File: src/rtl/timer_pkg.sv
// timer_pkg: register map, CTRL bit positions and alarm state encoding shared by the timer blocks
package timer_pkg;
  localparam logic [1:0] TMR_CMP_LO = 2'd0;
  localparam logic [1:0] TMR_CMP_HI = 2'd1;
  localparam logic [1:0] TMR_CTRL   = 2'd2;
  localparam logic [1:0] TMR_STATUS = 2'd3;
  localparam int CTRL_EN    = 0;
  localparam int CTRL_PER   = 1;
  localparam int CTRL_ACK   = 2;
  localparam int CTRL_FIRED = 4;
  localparam int CTRL_OVR   = 5;
  typedef enum logic [1:0] {ST_IDLE = 2'd0, ST_ARMED = 2'd1, ST_FIRED = 2'd2} state_t;
endpackage

File: src/rtl/timer_alarm.sv
// timer_alarm: 64-bit deadline compare against us_count raising a level irq; TIMER_ALARM_PERIODIC_EN adds periodic reload
module timer_alarm
  import timer_pkg::*;
#(
  parameter int ADDR_W = 2
) (
  input  logic              clk,
  input  logic              rst_n,
  input  logic [63:0]       us_count,
  input  logic              wr_en,
  input  logic [ADDR_W-1:0] wr_addr,
  input  logic [31:0]       wr_data,
  input  logic              rd_en,
  input  logic [ADDR_W-1:0] rd_addr,
  output logic [31:0]       rd_data,
  output logic              irq
);
  state_t state, state_d;
  logic [63:0] cmp, cmp_d, cmp_reload;
  logic [31:0] shadow_lo, ctrl_rd, st_rd, rd_mux;
  logic en, committed, hit, overrun, periodic, reload, reload_over, fired;
  logic wr_lo, wr_hi, wr_ctrl, wr_st, ack, disarm;
  assign wr_lo   = wr_en && wr_addr == ADDR_W'(TMR_CMP_LO);
  assign wr_hi   = wr_en && wr_addr == ADDR_W'(TMR_CMP_HI);
  assign wr_ctrl = wr_en && wr_addr == ADDR_W'(TMR_CTRL);
  assign wr_st   = wr_en && wr_addr == ADDR_W'(TMR_STATUS);
  assign ack     = wr_ctrl && wr_data[CTRL_ACK];
  assign disarm  = wr_ctrl && !wr_data[CTRL_EN];
  assign fired   = state == ST_FIRED;
  assign irq     = fired;
`ifdef TIMER_ALARM_PERIODIC_EN
  logic [31:0] period;
  always_ff @(posedge clk or negedge rst_n)
    if (!rst_n) begin
      period   <= '0;
      periodic <= 1'b0;
    end else begin
      period   <= wr_st ? wr_data : period;
      periodic <= wr_ctrl ? wr_data[CTRL_PER] : periodic;
    end
  assign cmp_reload  = cmp + {32'd0, period};
  assign reload_over = cmp_reload <= us_count;
  assign ctrl_rd     = {26'd0, overrun, fired, 2'd0, periodic, en};
  assign st_rd       = period;
`else
  assign periodic    = 1'b0;
  assign cmp_reload  = cmp;
  assign reload_over = 1'b0;
  assign ctrl_rd     = {31'd0, en};
  assign st_rd       = {30'd0, overrun, fired} | {31'd0, wr_st & 1'b0};
`endif
  always_comb begin
    state_d = state;
    reload  = 1'b0;
    if (disarm) state_d = ST_IDLE;
    else if (state == ST_IDLE) state_d = en && committed ? ST_ARMED : ST_IDLE;
    else if (state == ST_ARMED) state_d = hit && !wr_hi ? ST_FIRED : ST_ARMED;
    else if (ack && periodic) begin
      reload  = 1'b1;
      state_d = reload_over ? ST_FIRED : ST_ARMED;
    end else if (ack) state_d = ST_IDLE;
  end
  assign cmp_d  = wr_hi ? {wr_data, shadow_lo} : reload ? cmp_reload : cmp;
  assign rd_mux = rd_addr == ADDR_W'(TMR_CMP_LO) ? cmp[31:0] :
                  rd_addr == ADDR_W'(TMR_CMP_HI) ? cmp[63:32] :
                  rd_addr == ADDR_W'(TMR_CTRL)   ? ctrl_rd : st_rd;
  // hit is only meaningful while ARMED; any commit flushes the stale pipelined result
  always_ff @(posedge clk or negedge rst_n)
    if (!rst_n) begin
      state     <= ST_IDLE;
      cmp       <= '0;
      shadow_lo <= '0;
      en        <= 1'b0;
      committed <= 1'b0;
      hit       <= 1'b0;
      overrun   <= 1'b0;
      rd_data   <= '0;
    end else begin
      state     <= state_d;
      cmp       <= cmp_d;
      shadow_lo <= wr_lo ? wr_data : shadow_lo;
      en        <= wr_ctrl ? wr_data[CTRL_EN] : en;
      committed <= wr_hi || (committed && !disarm && !(state == ST_ARMED && state_d == ST_FIRED));
      hit       <= state == ST_ARMED && !wr_hi && us_count >= cmp;
      overrun   <= reload && reload_over ? 1'b1 : ack && fired ? 1'b0 : overrun;
      rd_data   <= rd_en ? rd_mux : rd_data;
    end
endmodule
File: config.mk
export PLATFORM = sky130hd
export DESIGN_NAME = timer_alarm
export DESIGN_NICKNAME = d
export VERILOG_FILES = /design/src/rtl/timer_pkg.sv /design/src/rtl/timer_alarm.sv
export SDC_FILE = /design/constraint.sdc
export NUM_CORES = 1
export LEC_CHECK = 0
export CAP_MARGIN = 15
export CORE_MARGIN = 4
export CORE_UTILIZATION = 56
export DETAILED_ROUTE_END_ITERATION = 7
export PLACE_DENSITY_LB_ADDON = 0.05
export SKIP_LAST_GASP = 1
export SYNTH_ARGS = -nofsm -noshare
export SYNTH_HDL_FRONTEND = slang
export SYNTH_SLANG_ARGS = --single-unit
export TNS_END_PERCENT = 5
File: constraint.sdc
create_clock -name clk -period 2.5 [get_ports clk]
set_input_delay 0.5 -clock clk [delete_from_list [all_inputs] [get_ports clk]]
set_output_delay 0.5 -clock clk [all_outputs]
set_load 0.02 [all_outputs]
* Word-level counts from Yosys, hierarchy flattened
Index checks and enable logic that the tools add are counted.
Widths: inputs -> output; s select.
** Cells by class
- $lt $le $gt $ge :: 1
- Equal/unequal tests :: 7
- Mux-type cells :: 9
- Reductions and logical operators :: 20
** Operators with widths (number)
- $ge 64x64->1 :: 1
- $mux 32 :: 2
- $logic_and 1x1->1 :: 12
- $mux 2 :: 5
- $eq 2x2->1 const B :: 4
- $eq 2x1->1 const B :: 3
- $logic_not 2->1 :: 3
- $logic_not 1->1 :: 4
- $mux 1 :: 2
- $logic_or 1x1->1 :: 1
** Storage, ports and cells
- Register bits :: 133

* Logic depth before layout (Yosys ltp)
- Word-level depth :: 13
- Mapped depth :: 7
- Gate-level depth less buffers :: 7

* Worst setup path after synthesis
OpenSTA, ideal clock, no wires.
- Kind :: input port to flip-flop
- Start point :: input us_count[30]
- End point :: register hit
- Library setup time :: 70 ps
- Arrival :: 1756 ps
- Required time :: 2430 ps
- Setup slack :: 674 ps
- Stages on the path :: 6
- Buffers on the path :: 0
- Cell sequence :: ha_1 -> nand4_2 -> or4_1 -> nor4_2 -> o21ai_1 -> nand4_1
** Between the ends
- Word-level cells in the longest chain between the ends :: 2
** Ends and longest elaborated chain
- start, declared :: RTL line timer_alarm.sv:9 : input logic [63:0] us_count,
- $ge 64x64->1 :: RTL line timer_alarm.sv:84 : hit <= state == ST_ARMED && !wr_hi && us_count >= cmp;
- $logic_and 1x1->1 :: RTL line timer_alarm.sv:84
- end signal, assigned :: RTL line timer_alarm.sv:84
- end, declared :: RTL line timer_alarm.sv:21 : logic en, committed, hit, overrun, periodic, reload, reload_over, fired;
No other way between the ends.
A chain may end at the register's enable or synchronous reset.

* Worst setup path after layout
- Start point :: register state[0]
- End point :: output irq
** Between the ends
- Word-level cells in the longest chain between the ends :: 1
** Ends and longest elaborated chain
- start, declared :: RTL line timer_alarm.sv:18 : state_t state, state_d;
- start signal, assigned :: RTL line timer_alarm.sv:79 : state <= state_d;
- $eq 2x2->1 :: RTL line timer_alarm.sv:29 : assign fired = state == ST_FIRED;
- end, declared :: RTL line timer_alarm.sv:16 : output logic irq
No other way between the ends.

==> metrics <==
Crit. Startpoint state[0]$_DFF_PN0_; Vias/cell 5.45; largest family of logic cells by synthesized area multiplexers; Synth Cell Area 6950 um2; distinct cell type count after synthesis 44; R2R cell count 7; average footprint of a synthesized cell 11.8 um2; initial DRC count 405; Worst setup SP type flip-flop; initial antenna violation count 0; Final HPWL DP 12500 um; CTS HTree Levels 4; Critical R2R Launch cmp[26]$_DFFE_PN0P_; hold-critical path depth 1; Die Span Y 119 um; wire per inst 18.3 um; core box area 12100 um2; area of the die 14300 um2; arrival time worst endpoint 1.80 ns; Seq cells post-synth 133; Clock Tree Root clkbuf_16; Synth Area in Compound Gates 7.78%; CTS Sinks 133; Setup Crit Path Kind flip-flop to output port; final setup vio count 0; RSZ-0062 raised after global routing false; share of post-route cells with drive strength above 1 7.84%; first-pass GRT wire length 27800 um; largest net degree at the start of global routing 54; Worst Path Required 2.00 ns; GPL Wtd Cong 0.825; area grow syn2layout 32.9%; maximum vdd drop 0.520 mV; Slew Limit Fails 0; post-synthesis adder-cell area fraction 11.5%; TNS Setup 0 ns; iteration count of the initial detailed-routing pass 4; HP Start shadow_lo[10]$_DFFE_PN0P_; clock tree buffer depth 2; post-CTS sizing 0; fin nets 909; CP cell instances nor2b_1 -> clkdlybuf4s50_1; Crit Path Max Fanout 8; CP max stage delay 0.65 ns; clock skew 0.00931 ns; n_diodes 0; outcome complete, no violations; PD cells 815 nW/um2; count of final hold-check violations 0; part of the Yosys area used for sequential elements 47.9%; mux share of post-synthesis cell area 20.7%; FMAX 434 MHz; ANT nets after route 0; hold_ws 0.478 ns; TritonCTS clock tree done; Worst Tran Pin Value 0.453 ns; Min-Delay Path Class flip-flop to flip-flop; gr usage total 25.0%; placed insts 889; critical path endpoint category output port; Via Count 5016; number of buffers created by CTS 17; # DRC 0; slew margin rel. 69.8%; P_leak 0.00430 uW; syn_nets 758; Finished Layout Cells 921; Detailed Route WL 16900 um; # IOs 137; Period Utilization, post-route 92.2%; initial core utilization 57.6%; vias in the first global route 5343; Max Cap Violations 0; die width 119 um; grt ovf 0; Mapped Cells 590; simple-gate portion of the synthesized area 5.58%; port bufs 136; clk slew on worst S/H paths 0.06 ns; Synth Area in XOR/XNOR 0%; post-layout min period 2.30 ns; Clk Latency, worst-skew pair 0.41 ns; # rows 40; crit path max-delay cell type clkdlybuf4s50_1; Yosys warning count 0
-- power breakdown --
group / switching (uW) / internal, uW / leakage (uW)
logic: 940 / 997 / 0.00238
clock network: 916 / 1680 / 0.000294
registers: 354 / 2640 / 0.00162
total: 2210 / 5320 / 0.00430
-- area by class of cell --
cell class / count / area [um2]
fillers: 809 / 2830
well taps: 168 / 210
flip-flops and latches: 133 / 3330
inverters: 95 / 357
clock buffers: 18 / 439
repair buffers: 153 / 1550
multi-input cells: 341 / 3170
clock inverters: 13 / 183
-- path summary, 6_finish.rpt --
path,to,slack [ns]
max,irq,0.20
min,cmp[10]$_DFFE_PN0P_,0.48
max reg2reg,hit$_DFF_PN0_,0.63
min reg2reg,cmp[10]$_DFFE_PN0P_,0.48
max in group asynchronous,cmp[45]$_DFFE_PN0P_,1.35
min in group asynchronous,rd_data[5]$_DFFE_PN0P_,0.53
-- critical path: cells and delay by family, from the launching register on --
kind                   cells  cell delay, ns
buffers and inverters      1            0.65
DFF                        1            0.48
and+or+nand+nor            1            0.26
-- cell usage after synthesis, drive strengths merged --
cell type,n,share of area (%)
mux2,98,16
o22ai,31,2.8
buf,13,1.0
o21a,2,0.22
inv,95,5.1
mux4,1,0.32
nand2b,2,0.18
ha,64,12
nor4,1,0.18
or3,1,0.16
nand3b,2,0.22
or4,1,0.11
nand4,10,0.99
a311oi,1,0.13
and3b,1,0.13
dfrtp,133,48
and2,1,0.090
a21o,4,0.43
o21ai,10,0.72
clkbuf,8,0.43
nand3,10,0.72
mux2i,31,4.5
a21oi,25,1.8
nor2,4,0.22
nand4b,2,0.47
a211oi,1,0.11
a221o,3,0.43
a311o,1,0.14
nor3b,1,0.18
and4,8,1.0
o31ai,2,0.22
a2111oi,2,0.25
nor3,2,0.14
a31oi,2,0.18
a22oi,1,0.11
nand2,13,0.70
a211o,1,0.13
nor2b,1,0.090
o311ai,1,0.13
-- metal layers --
layer  share of wire, %  vias to the layer above  GRT usage, %  wire length [um]
met5                  0                        -             0                 0
met2                 49                      133          40.4              8340
met4               0.92                        0          7.02               155
li1                   -                     2395             -                 -
met1                 44                     2476          34.0              7470
met3                5.5                       12          5.89               926
-- through the flow --
step	worst slack, ns	cell area [um2]	power [uW]	utilization [%]
6_report	0.196	9240	7530	76.6
5_1_grt	0.159	9240	7980	76.6
4_1_cts	0.199	9240	7580	76.6
3_5_place_dp	0.0397	8600	4950	71.3
3_3_place_gp	0.0753	8600	4840	71.3
2_1_floorplan	0.674	6950	4100	-
-- kinds of logic after synthesis --
group	after synthesis
buffers and inverters	116
and+or+nand+nor	60
AOI/OAI and AO/OA	87
muxes	130
DFF	133
adders and majority gates	64
-- cell usage in the layout (no fill, tap or decap), drive strengths merged, types with 2 or more instances in the layout --
master         instances
inv                   95
a221o                  3
o22ai                 31
a21oi                 25
ha                    64
nand4b                 2
a31oi                  2
nand3b                 2
clkinv                 5
nor3                   2
o21a                   2
o21ai                 10
nor2                   4
nand3                 10
nand2                 13
and4                   8
o31ai                  2
nand4                 10
clkdlybuf4s50        134
mux2                  98
clkinvlp               4
bufinv                 4
a21o                   4
a2111oi                2
nand2b                 2
clkbuf                18
mux2i                 31
buf                   18
dfrtp                133
-- registers in the layout, summed over array words and instances, names as in the netlist --
signal and count:
hit 1, rd_data 32, shadow_lo 32, committed 1
cmp 64, en 1, state 2
-- what timing repair did --
| action | 4_1_cts | 5_1_grt |
|---|---|---|
| buffers inserted | 0 | 0 |
| hold endpoints to repair | 21 | 0 |
| hold buffers | 1 | 0 |
Power figures use the tool's default switching activity.
